[src/rtl/dram_port_arbiter.sv]
// dram_port_arbiter: shares one DRAM controller command port between the
// instruction-refill port (I) and the data-cache miss port (D).
// One transaction outstanding at a time; D has fixed priority and an aging
// counter forces an I win after STARVE_MAX consecutive D wins while I waits.
// Optional performance counters are built when DRAM_ARB_PERF_EN is defined.
module dram_port_arbiter #(
    parameter int AW         = 32,
    parameter int DW         = 32,
    parameter int STARVE_MAX = 4
) (
    input  logic            clk,
    input  logic            rst,
    input  logic            i_req,
    input  logic [AW-1:0]   i_addr,
    output logic            i_gnt,
    output logic            i_rvalid,
    output logic [DW-1:0]   i_rdata,
    input  logic            d_req,
    input  logic            d_we,
    input  logic [AW-1:0]   d_addr,
    input  logic [DW-1:0]   d_wdata,
    input  logic [DW/8-1:0] d_wstrb,
    output logic            d_gnt,
    output logic            d_rvalid,
    output logic [DW-1:0]   d_rdata,
    output logic            cmd_valid,
    input  logic            cmd_ready,
    output logic            cmd_we,
    output logic [AW-1:0]   cmd_addr,
    output logic [DW-1:0]   cmd_wdata,
    output logic [DW/8-1:0] cmd_wstrb,
    input  logic            resp_valid,
    input  logic [DW-1:0]   resp_rdata,
    output logic            busy,
    output logic [31:0]     perf_i_cnt,
    output logic [31:0]     perf_d_cnt,
    output logic [31:0]     perf_wait
);

    localparam logic [1:0] S_IDLE  = 2'd0;
    localparam logic [1:0] S_ISSUE = 2'd1;
    localparam logic [1:0] S_WAIT  = 2'd2;
    localparam logic [3:0] AGE_MAX = 4'(STARVE_MAX);

    logic [1:0]      r_state;
    logic            r_owner_i;
    logic [3:0]      r_age;
    logic            r_we;
    logic [AW-1:0]   r_addr;
    logic [DW-1:0]   r_wdata;
    logic [DW/8-1:0] r_wstrb;
    logic [DW-1:0]   r_i_rdata;
    logic [DW-1:0]   r_d_rdata;

    logic w_any_req;
    logic w_pick_i;
    logic w_accept;
    logic w_resp;

    assign w_any_req = i_req | d_req;
    assign w_pick_i  = (i_req && (r_age == AGE_MAX)) || !d_req;
    assign w_accept  = (r_state == S_ISSUE) && cmd_ready;
    assign w_resp    = (r_state == S_WAIT) && resp_valid;

    // Arbitration FSM: pick a winner in IDLE, latch its payload, track aging
    always_ff @(posedge clk) begin
        if (!rst) begin
            r_state   <= S_IDLE;
            r_owner_i <= 1'b0;
            r_age     <= '0;
            r_we      <= 1'b0;
            r_addr    <= '0;
            r_wdata   <= '0;
            r_wstrb   <= '0;
        end else begin
            case (r_state)
                S_IDLE: begin
                    if (w_any_req) begin
                        r_state   <= S_ISSUE;
                        r_owner_i <= w_pick_i;
                        if (w_pick_i) begin
                            r_we    <= 1'b0;
                            r_addr  <= i_addr;
                            r_wdata <= '0;
                            r_wstrb <= '0;
                            r_age   <= '0;
                        end else begin
                            r_we    <= d_we;
                            r_addr  <= d_addr;
                            r_wdata <= d_wdata;
                            r_wstrb <= d_wstrb;
                            if (i_req && (r_age != AGE_MAX))
                                r_age <= r_age + 4'd1;
                        end
                    end
                end
                S_ISSUE: if (cmd_ready)  r_state <= S_WAIT;
                S_WAIT:  if (resp_valid) r_state <= S_IDLE;
                default: r_state <= S_IDLE;
            endcase
        end
    end

    // Hold the last read data delivered to each port
    always_ff @(posedge clk) begin
        if (!rst) begin
            r_i_rdata <= '0;
            r_d_rdata <= '0;
        end else if (w_resp) begin
            if (r_owner_i) r_i_rdata <= resp_rdata;
            else           r_d_rdata <= resp_rdata;
        end
    end

    assign cmd_valid = (r_state == S_ISSUE);
    assign cmd_we    = r_we;
    assign cmd_addr  = r_addr;
    assign cmd_wdata = r_wdata;
    assign cmd_wstrb = r_wstrb;
    assign busy      = (r_state != S_IDLE);

    assign i_gnt    = w_accept && r_owner_i;
    assign d_gnt    = w_accept && !r_owner_i;
    assign i_rvalid = w_resp && r_owner_i;
    assign d_rvalid = w_resp && !r_owner_i;
    // Response data passes straight through in its arrival cycle
    assign i_rdata  = (w_resp && r_owner_i)  ? resp_rdata : r_i_rdata;
    assign d_rdata  = (w_resp && !r_owner_i) ? resp_rdata : r_d_rdata;

`ifdef DRAM_ARB_PERF_EN
    logic [31:0] r_perf_i;
    logic [31:0] r_perf_d;
    logic [31:0] r_perf_wait;

    // Grant and contention counters, wrapping modulo 2^32
    always_ff @(posedge clk) begin
        if (!rst) begin
            r_perf_i    <= '0;
            r_perf_d    <= '0;
            r_perf_wait <= '0;
        end else begin
            if (i_gnt) r_perf_i <= r_perf_i + 32'd1;
            if (d_gnt) r_perf_d <= r_perf_d + 32'd1;
            if (w_any_req && (r_state != S_IDLE))
                r_perf_wait <= r_perf_wait + 32'd1;
        end
    end

    assign perf_i_cnt = r_perf_i;
    assign perf_d_cnt = r_perf_d;
    assign perf_wait  = r_perf_wait;
`else
    assign perf_i_cnt = 32'h0;
    assign perf_d_cnt = 32'h0;
    assign perf_wait  = 32'h0;
`endif

endmodule

[config.mk]
export PLATFORM = sky130hd
export DESIGN_NAME = dram_port_arbiter
export DESIGN_NICKNAME = d
export VERILOG_FILES = /design/src/rtl/dram_port_arbiter.sv
export SDC_FILE = /design/constraint.sdc
export NUM_CORES = 1
export LEC_CHECK = 0
export CAP_MARGIN = 20
export CORE_AREA = 2 2 145 147
export DETAILED_ROUTE_END_ITERATION = 6
export DIE_AREA = 0 0 147 149
export PLACE_DENSITY = 0.69
export SYNTH_ARGS = -nofsm -noshare
export SYNTH_HDL_FRONTEND = slang
export SYNTH_SLANG_ARGS = --single-unit
[constraint.sdc]
create_clock -name clk -period 6.4 [get_ports clk]
set_input_delay 1.92 -clock clk [delete_from_list [all_inputs] [get_ports clk]]
set_output_delay 1.92 -clock clk [all_outputs]
set_load 0.05 [all_outputs]
==> impl_metrics.yaml <==
logic_synthesis:
  yosys.area.top_type: "dfxtp_1"
  netlist_instances: 658
  synth_enable_flop_cells: 0
  ys_seq_area_share_pct: 43.4
  ys.flop_type: "dfxtp_1"
  synth.most_common_cell: "dfxtp_1"
  netlist_top_cells_count: "dfxtp_1, buf_4, nand2_1"
  synth_area_per_cell_um2: 9.81
  ys_types: 34
  synth-async-reset-ratio_pct: 0
  synth_area_leaders: "dfxtp_1, mux2_4, buf_4, and2_1, a22oi_1"
  synth_top_area_share_pct: 43.4
  ys_seq_elements: 140
  syn_area_um2: 6450
  yosysWarnings: 0
setup_path:
  cp_top_family: "buffers and inverters"
  cp_cell_sequence: "clkdlybuf4s50_1, nand4b_4, mux2_4, buf_4"
  endpoint_kind: "output port"
  r2r_cells: 6
  cp.arrival_ns: 3.91
  cp.depth: 4
  crit_path_top_delay_cell: "nand4b_4"
  crit_fanout: 33
  rrSetupSlack_ns: 4.29
  worstPathRequired_ns: 4.48
  worst-setup-path-type: "in2out"
  slowest_delay_ns: 0.67
  crit_buf_inv: 2
  start_kind: "input port"
detailed_routing:
  vias: 5141
  ant_nets: 0
  viasPerCell: 4.27
  drc_errors: 0
  drtIter0Drc: 252
  wirelength_um: 17800
  wire_per_inst_um: 14.8
  first_pass_iters: 4
floorplan:
  start_util_pct: 31.4
  core_um2: 20600
  die_x_um: 147
  ioPinCount: 374
  die-area_um2: 21900
  num_rows: 53
  fp.dieH_um: 149
grt:
  grt_max_degree: 98
  grt_pass1_vias: 4667
  grt_pass1_wl_um: 26400
  grt_use_total_pct: 15.4
  antenna_found_initial: 0
  gr-total-overflow: 0
placed_design:
  io_buffers: 277
  hpwl_um: 12700
  postPlaceCellArea_um2: 8860
  preCtsSetupSlack_ns: 0.561
  place_congestion: 0.754
cts:
  postCtsSetupBuffers: 0
  cts_tree: "yes"
  htreeDepth: 4
  clockRootBuffer: "clkbuf_16"
  cts_buffers: 17
  postCtsHoldBufs: 0
  cts_resized: 0
  clock_path_buffers: 2
  cts_sinks: 140
  clk_pin_slew_worst_paths_ns: 0.06
  worstSkewPairLatency_ns: 0.41
timing:
  fmax_mhz: 172
  worstMarginPinSlew_ns: 0.842
  fin_crit_sh_pct: 91.0
  min_period_ns: 5.83
  finalSetupTns_ns: 0
  rsz0062_at_grt: "false"
  setup_viol: 0
  slew_viol_final: 0
  timing.slew.headroom_pct: 43.8
  setup_ws_ns: 0.575
  clock_skew_ns: 0.00884
  finalHoldViolCount: 0
layout:
  finish.instance_area_um2: 9450
  fillers: 1951
  area_delta_synth_final_pct: 46.5
  finalNetCount: 1057
  utilization_pct: 46.0
  final_layout_size_suffix_gt1_share_pct: 19.1
  antennaDiodeCount: 0
power:
  swShare_pct: 33.9
  p_seq_share_pct: 37.1
  p_sw_mw: 0.861
  power_mw: 2.54
  clkPwrFrac_pct: 37.9
  power_density_nw_per_um2: 269
  p_comb_share_pct: 25.0
  p_leak_nw: 4.11
  ir_drop_mv: 0.129
  p_int_mw: 1.68
worst_hold_path:
  min_path_cells: 2
  hp-class: "reg2reg"
run_status:
  status: "completed"
job:
  max-cap-violations: 0
[cell usage in the layout, fill, tap and decap left out, drive strengths merged]
| cell type | n |
|---|---|
| clkdlybuf4s50 | 210 |
| dfxtp | 140 |
| conb | 96 |
| buf | 75 |
| nand2 | 72 |
| and2 | 65 |
| mux2 | 64 |
| nor2 | 43 |
| a22oi | 37 |
| o21ai | 35 |
| a31oi | 33 |
| clkbuf | 19 |
| inv | 12 |
| a21oi | 5 |
| clkinvlp | 3 |
| nor2b | 2 |
| and3 | 2 |
| or3 | 2 |
| nand3 | 2 |
| ha | 2 |
| nand4b | 2 |
| clkinv | 2 |
| nor4bb | 1 |
| nor3b | 1 |
| nand4 | 1 |
| nand2b | 1 |
| or4 | 1 |
| bufinv | 1 |
[logic make-up (layout without fill, tap and decap cells)]
| family | count (synthesis) | count (layout) | share of synthesized area [%] |
|---|---|---|---|
| buffers and inverters | 146 | 322 | 15.8 |
| multiplexers | 64 | 64 | 14.5 |
| AO/OA/AOI/OAI | 110 | 110 | 10.6 |
| other | 1 | 96 | 0.0581 |
| adder cells (fa/ha/maj) | 2 | 2 | 0.388 |
| AND/OR/NAND/NOR | 195 | 195 | 15.1 |
| flip-flops | 140 | 140 | 43.4 |
[final timing paths]
kind	from	endpoint
worst max-delay path	resp_valid	i_rdata[25]
worst min-delay path	r_age[1]	r_age[1]
worst min register to register	r_age[1]	r_age[1]
worst max register to register	r_state[1]	cmd_addr[21]
[layer usage]
| layer | vias to the layer above | share of wire (%) | global-route usage [%] |
|---|---|---|---|
| li1 | 2536 | - | - |
| met1 | 2355 | 43 | 19.3 |
| met2 | 235 | 49 | 26.0 |
| met3 | 15 | 7.4 | 4.65 |
| met4 | 0 | 1.3 | 3.94 |
| met5 | - | 0 | 0 |
[power groups by stage]
| stage | sequential [mW] | clock, mW | combinational [mW] |
|---|---|---|---|
| after global routing | 0.947 | 1.03 | 0.668 |
| after global placement | 0.961 | 0 | 0.632 |
| after detailed placement | 0.961 | 0 | 0.634 |
| after floorplan | 1.09 | 0 | 0.334 |
| after CTS | 0.942 | 0.996 | 0.636 |
| final | 0.943 | 0.961 | 0.636 |
[worst min-delay path, stage by stage, from the launching register on]
cell and delay [ns]:
dfxtp_1 0.34, nand2_1 0.06, a21oi_1 0.05
[through the flow]
stage                     hold WS, ns  instances
after detailed placement        0.482       1171
after global routing            0.502       1204
after global placement          0.475       1171
final                           0.495       1204
after CTS                       0.490       1203
after floorplan                 0.462        753
[registers in the layout (all words and copies together) (netlist names)]
signal / flops
cmd_addr: 32
cmd_wdata: 32
r_d_rdata: 32
r_i_rdata: 32
cmd_wstrb: 4
r_age: 4
r_state: 2
cmd_we: 1
r_owner_i: 1
[layout make-up]
| type | count | area, µm² | share of cell area [%] |
|---|---|---|---|
| clock inverter | 13 | 128 | 1.35 |
| sequential | 140 | 2800 | 29.7 |
| clock buffer | 19 | 443 | 4.69 |
| tap | 275 | 344 | 3.64 |
| multi-input combinational | 467 | 3000 | 31.8 |
| timing repair buffer | 285 | 2710 | 28.7 |
| inverter | 5 | 18.8 | 0.199 |
Note: power is estimated with default switching activity, not from simulation.
==> RTL edit 1, RTL diff (config.mk and constraints unchanged) <==
Add a define of `DRAM_ARB_PERF_EN`.
--- a/src/rtl/dram_port_arbiter.sv
+++ b/src/rtl/dram_port_arbiter.sv
@@ -4,4 +4,6 @@
 // counter forces an I win after STARVE_MAX consecutive D wins while I waits.
 // Optional performance counters are built when DRAM_ARB_PERF_EN is defined.
+`define DRAM_ARB_PERF_EN
+
 module dram_port_arbiter #(
     parameter int AW         = 32,
Behaviour: not the same (Yosys sat finds a counterexample within 4 cycles, from zero or initial values and one cycle with rst low).
==> RTL edit 1 against the unedited design <==
Wire length rose by 70%. Synthesized cell count rose by 66%. Critical endpoint is now i_gnt. Sequential cell count grew 96. Design area increased by 54%. Worst setup slack better by 0.16 ns. Count of clock-buffer cells in the layout is 18 higher. Clock power rose by 69%. Total power increased by 46%. Worst hold slack got worse by 0.048 ns. Sequential power up 63%. Synthesized area increased by 53%.
==> RTL edit 1: results (changes against the unedited design) <==
global_routing:
  grt_met3_usage: 0.08318  # +0.03670
  grt_use_met1: 0.3135  # +0.1203
  via_count_of_the_first_global_routing_pass: 8493  # +82%
  grt_antenna_before_repair: 2  # +2
  grt_first_pass_wirelength_microns: 46400  # +76%
  gr-usage-all-layers: 0.2651  # +0.1111
  grt_use_met2: 0.4540  # +0.1941
clock_network:
  clock_tree.htree_level_count: 1  # -3
  cts-buffers-inserted: 26  # +9
synth:
  synth_commonest_cells: "sky130_fd_sc_hd__dfxtp_1 (236), sky130_fd_sc_hd__nand2_1 (142), sky130_fd_sc_hd__nor2_1 (128)"
  synth_cell_types: 41  # +21%
  synth.yosys.seq_area_share: 0.4799  # +0.04556
  syn_inst: 1094  # +66%
  synth.top_cells.by_area: "sky130_fd_sc_hd__dfxtp_1 (48%), sky130_fd_sc_hd__nand2_1 (5.4%), sky130_fd_sc_hd__nor2_1 (4.9%), sky130_fd_sc_hd__xor2_1 (4.8%), sky130_fd_sc_hd__and2_1 (4.8%)"
finish:
  share_of_cells_above_drive_strength_1: 0.1284  # -0.06209
  post_layout_nonfiller_instances: 1733  # +44%
timing:
  worst_clock_skew_ns: 0.01933  # +0.01049 ns
  timing_worst_slew_pin_value_ns: 1.038  # +0.1956 ns
route:
  detail_route.first_pass.iterations: 5  # +1
  wl_met3_microns: 2541  # +93%
  drt-wirelength-per-cell_microns: 17.43  # +18%
  met2WireLength_microns: 14650  # +70%
  vias: 8905  # +73%
  drt-met1-wl_microns: 11910  # +57%
setup_path:
  arrival_ns: 3.75  # -0.16 ns
  worst-path-max-fanout: 7  # -79%
power_and_ir_drop:
  ir_worst_vdd_mv: 0.1969  # +53%
  pwr-share-seq: 0.417  # +0.046
  internal-power_mw: 2.735  # +63%
  power_density_nw_per_um2: 254.2  # -5.4%
place:
  detailed_place.area_sq_um: 13590  # +53%
  hpwl_microns: 21590  # +70%
  gp_congestion: 0.8560  # +14%
outcome:
  run_status: "completed"
-- RTL edit 1: cell count changes after synthesis, sizes merged, moves of 54 or more --
cell	delta
nand3	+69
nand2	+70
dfxtp	+96
xor2	+54
nor2	+85
buf	-97
-- RTL edit 1: logic make-up (layout without fill, tap and decap cells) --
group | Yosys count | after routing | synth area share
simple gates | 515 | 515 | 0.2631
other cells | 0 | 2 | 0
fa+ha+maj | 5 | 5 | 0.006355
buf+inv | 89 | 451 | 0.03699
xor+xnor | 84 | 84 | 0.07473
mux | 66 | 66 | 0.07524
flops | 236 | 236 | 0.4799
compound gates | 99 | 99 | 0.06368
-- RTL edit 1: final timing paths --
kind	startpoint	to	slack, ns	cells after the start
worst max-delay path	cmd_ready	i_gnt	0.73	4
worst min-delay path	cmd_wdata[23]	cmd_wdata[23]	0.45	2
worst max register to register	r_state[0]	cmd_addr[26]	3.98	6
worst min register to register	cmd_wdata[23]	cmd_wdata[23]	0.45	2
-- RTL edit 1: cell type report --
cell class,count,area [sq um]
fillers,1675,6013
multi-input cells,769,4783
flip-flops and latches,236,4725
repair buffers,386,3674
clock buffers,37,793.3
well taps,275,344.1
clock inverters,10,150.1
inverters,18,70.07
diodes,2,5.005
-- RTL edit 1: worst reg2reg max path: stages (launching register included) --
cell                       delay (ns)
sky130_fd_sc_hd__dfxtp_1         0.42
sky130_fd_sc_hd__nor2_1          0.39
sky130_fd_sc_hd__inv_1           0.17
sky130_fd_sc_hd__nor2_4          0.12
sky130_fd_sc_hd__buf_4           0.76
sky130_fd_sc_hd__nor2_1          0.16
sky130_fd_sc_hd__a311oi_1        0.29
-- RTL edit 1: through the flow --
step	utilization	setup slack, ns
detailed placement	0.6610	0.7440
CTS	0.7069	0.7364
finish	0.7075	0.7335
global route	0.7075	0.6583
floorplan	-	1.293
global placement	0.6610	0.7632
==> RTL edit 2, RTL diff (same settings) <==
Made on the original files. The parameter `AW` goes from 32 to 48.
--- a/src/rtl/dram_port_arbiter.sv
+++ b/src/rtl/dram_port_arbiter.sv
@@ -5,5 +5,5 @@
 // Optional performance counters are built when DRAM_ARB_PERF_EN is defined.
 module dram_port_arbiter #(
-    parameter int AW         = 32,
+    parameter int AW         = 48,
     parameter int DW         = 32,
     parameter int STARVE_MAX = 4
Ports: changed (resized cmd_addr, d_addr and i_addr); port bits go from 374 to 422. No check against the original RTL was run, so the function may have changed too.
==> RTL edit 2 against the unedited design <==
First-iteration DRC count fell by 14%. Total power rose by 7.4%. Worst hold slack worse by 0.0064 ns. Critical path depth grew 1. Design area rose by 10%. Register-to-register slack got worse by 0.35 ns. Synthesized area up 7.0%. Sequential cell count rose by 16. Worst setup slack worse by 0.24 ns. Wire length up 9.3%. Sequential power increased by 12%. Clock skew barely moved. Global-route usage is 1.8 points higher. Critical endpoint is now d_rdata[1]. Largest power group is now registers.
==> RTL edit 2: results (changes against the unedited design) <==
synth:
  synth.yosys.seq_area_share: 0.4524  # +0.01806
  muxShareOfSynthArea: 0.1169  # -0.02852
  synth_cell_types: 35  # +2.9%
  synth_compound_area_frac: 0.1252  # +0.01918
  synth_adder_area_share: 0.003625  # -0.0002531
setup_path:
  ff_to_ff_end: "cmd_addr[42]"
finish:
  layout.nets: 1218  # +15%
  area.share.sequential: 0.2994  # +0.002821
  design.seq.count: 156  # +11%
  nFillCells: 1947  # -0.21%
  layout.comb_gates.multi_input: 531  # +14%
  nNonClkBuffers: 334  # +17%
  multiInputGateArea_sq_um: 3147  # +4.8%
route:
  vias_per_cell: 4.381  # +2.6%
  drt-wirelength-per-cell_microns: 14.58  # -1.2%
  met2WireLength_microns: 8953  # +3.8%
  drt-met1-wl_microns: 8805  # +16%
place:
  hpwl_microns: 14120  # +11%
timing:
  worst_clock_skew_ns: 0.008789  # -0.00005482 ns
  hold_ws_ns: 0.4889  # -0.006401 ns
  slew_headroom: 0.3056  # -0.1320
global_routing:
  grt_use_met2: 0.2714  # +0.01150
  gr-usage-all-layers: 0.1715  # +0.01753
  grt_first_pass_wirelength_microns: 29880  # +13%
  grt_met3_usage: 0.06055  # +0.01407
power_and_ir_drop:
  pwr-share-seq: 0.387  # +0.016
  power_switching_mw: 0.9491  # +10%
outcome:
  run_status: "completed"
-- RTL edit 2: cell count changes in the layout (fill, tap and decap cells not counted), moves of 5 or more --
| cell | delta |
|---|---|
| sky130_fd_sc_hd__mux2_2 | +35 |
| sky130_fd_sc_hd__a31oi_1 | +16 |
| sky130_fd_sc_hd__nand2_1 | +32 |
| sky130_fd_sc_hd__clkdlybuf4s50_1 | +81 |
| sky130_fd_sc_hd__o21ai_0 | +29 |
| sky130_fd_sc_hd__mux2_4 | -35 |
| sky130_fd_sc_hd__dfxtp_1 | +16 |
| sky130_fd_sc_hd__buf_4 | -30 |
| sky130_fd_sc_hd__inv_6 | -5 |
| sky130_fd_sc_hd__o21ai_1 | -13 |
-- RTL edit 2: metrics by stage --
stage	setup WS (ns)	cell area [sq um]	instances
final	0.3354	10430	1333
after global routing	0.2820	10430	1333
after CTS	0.3478	10430	1333
after detailed placement	0.3517	9891	1301
after global placement	0.3735	9891	1301
after floorplan	1.548	7259	840
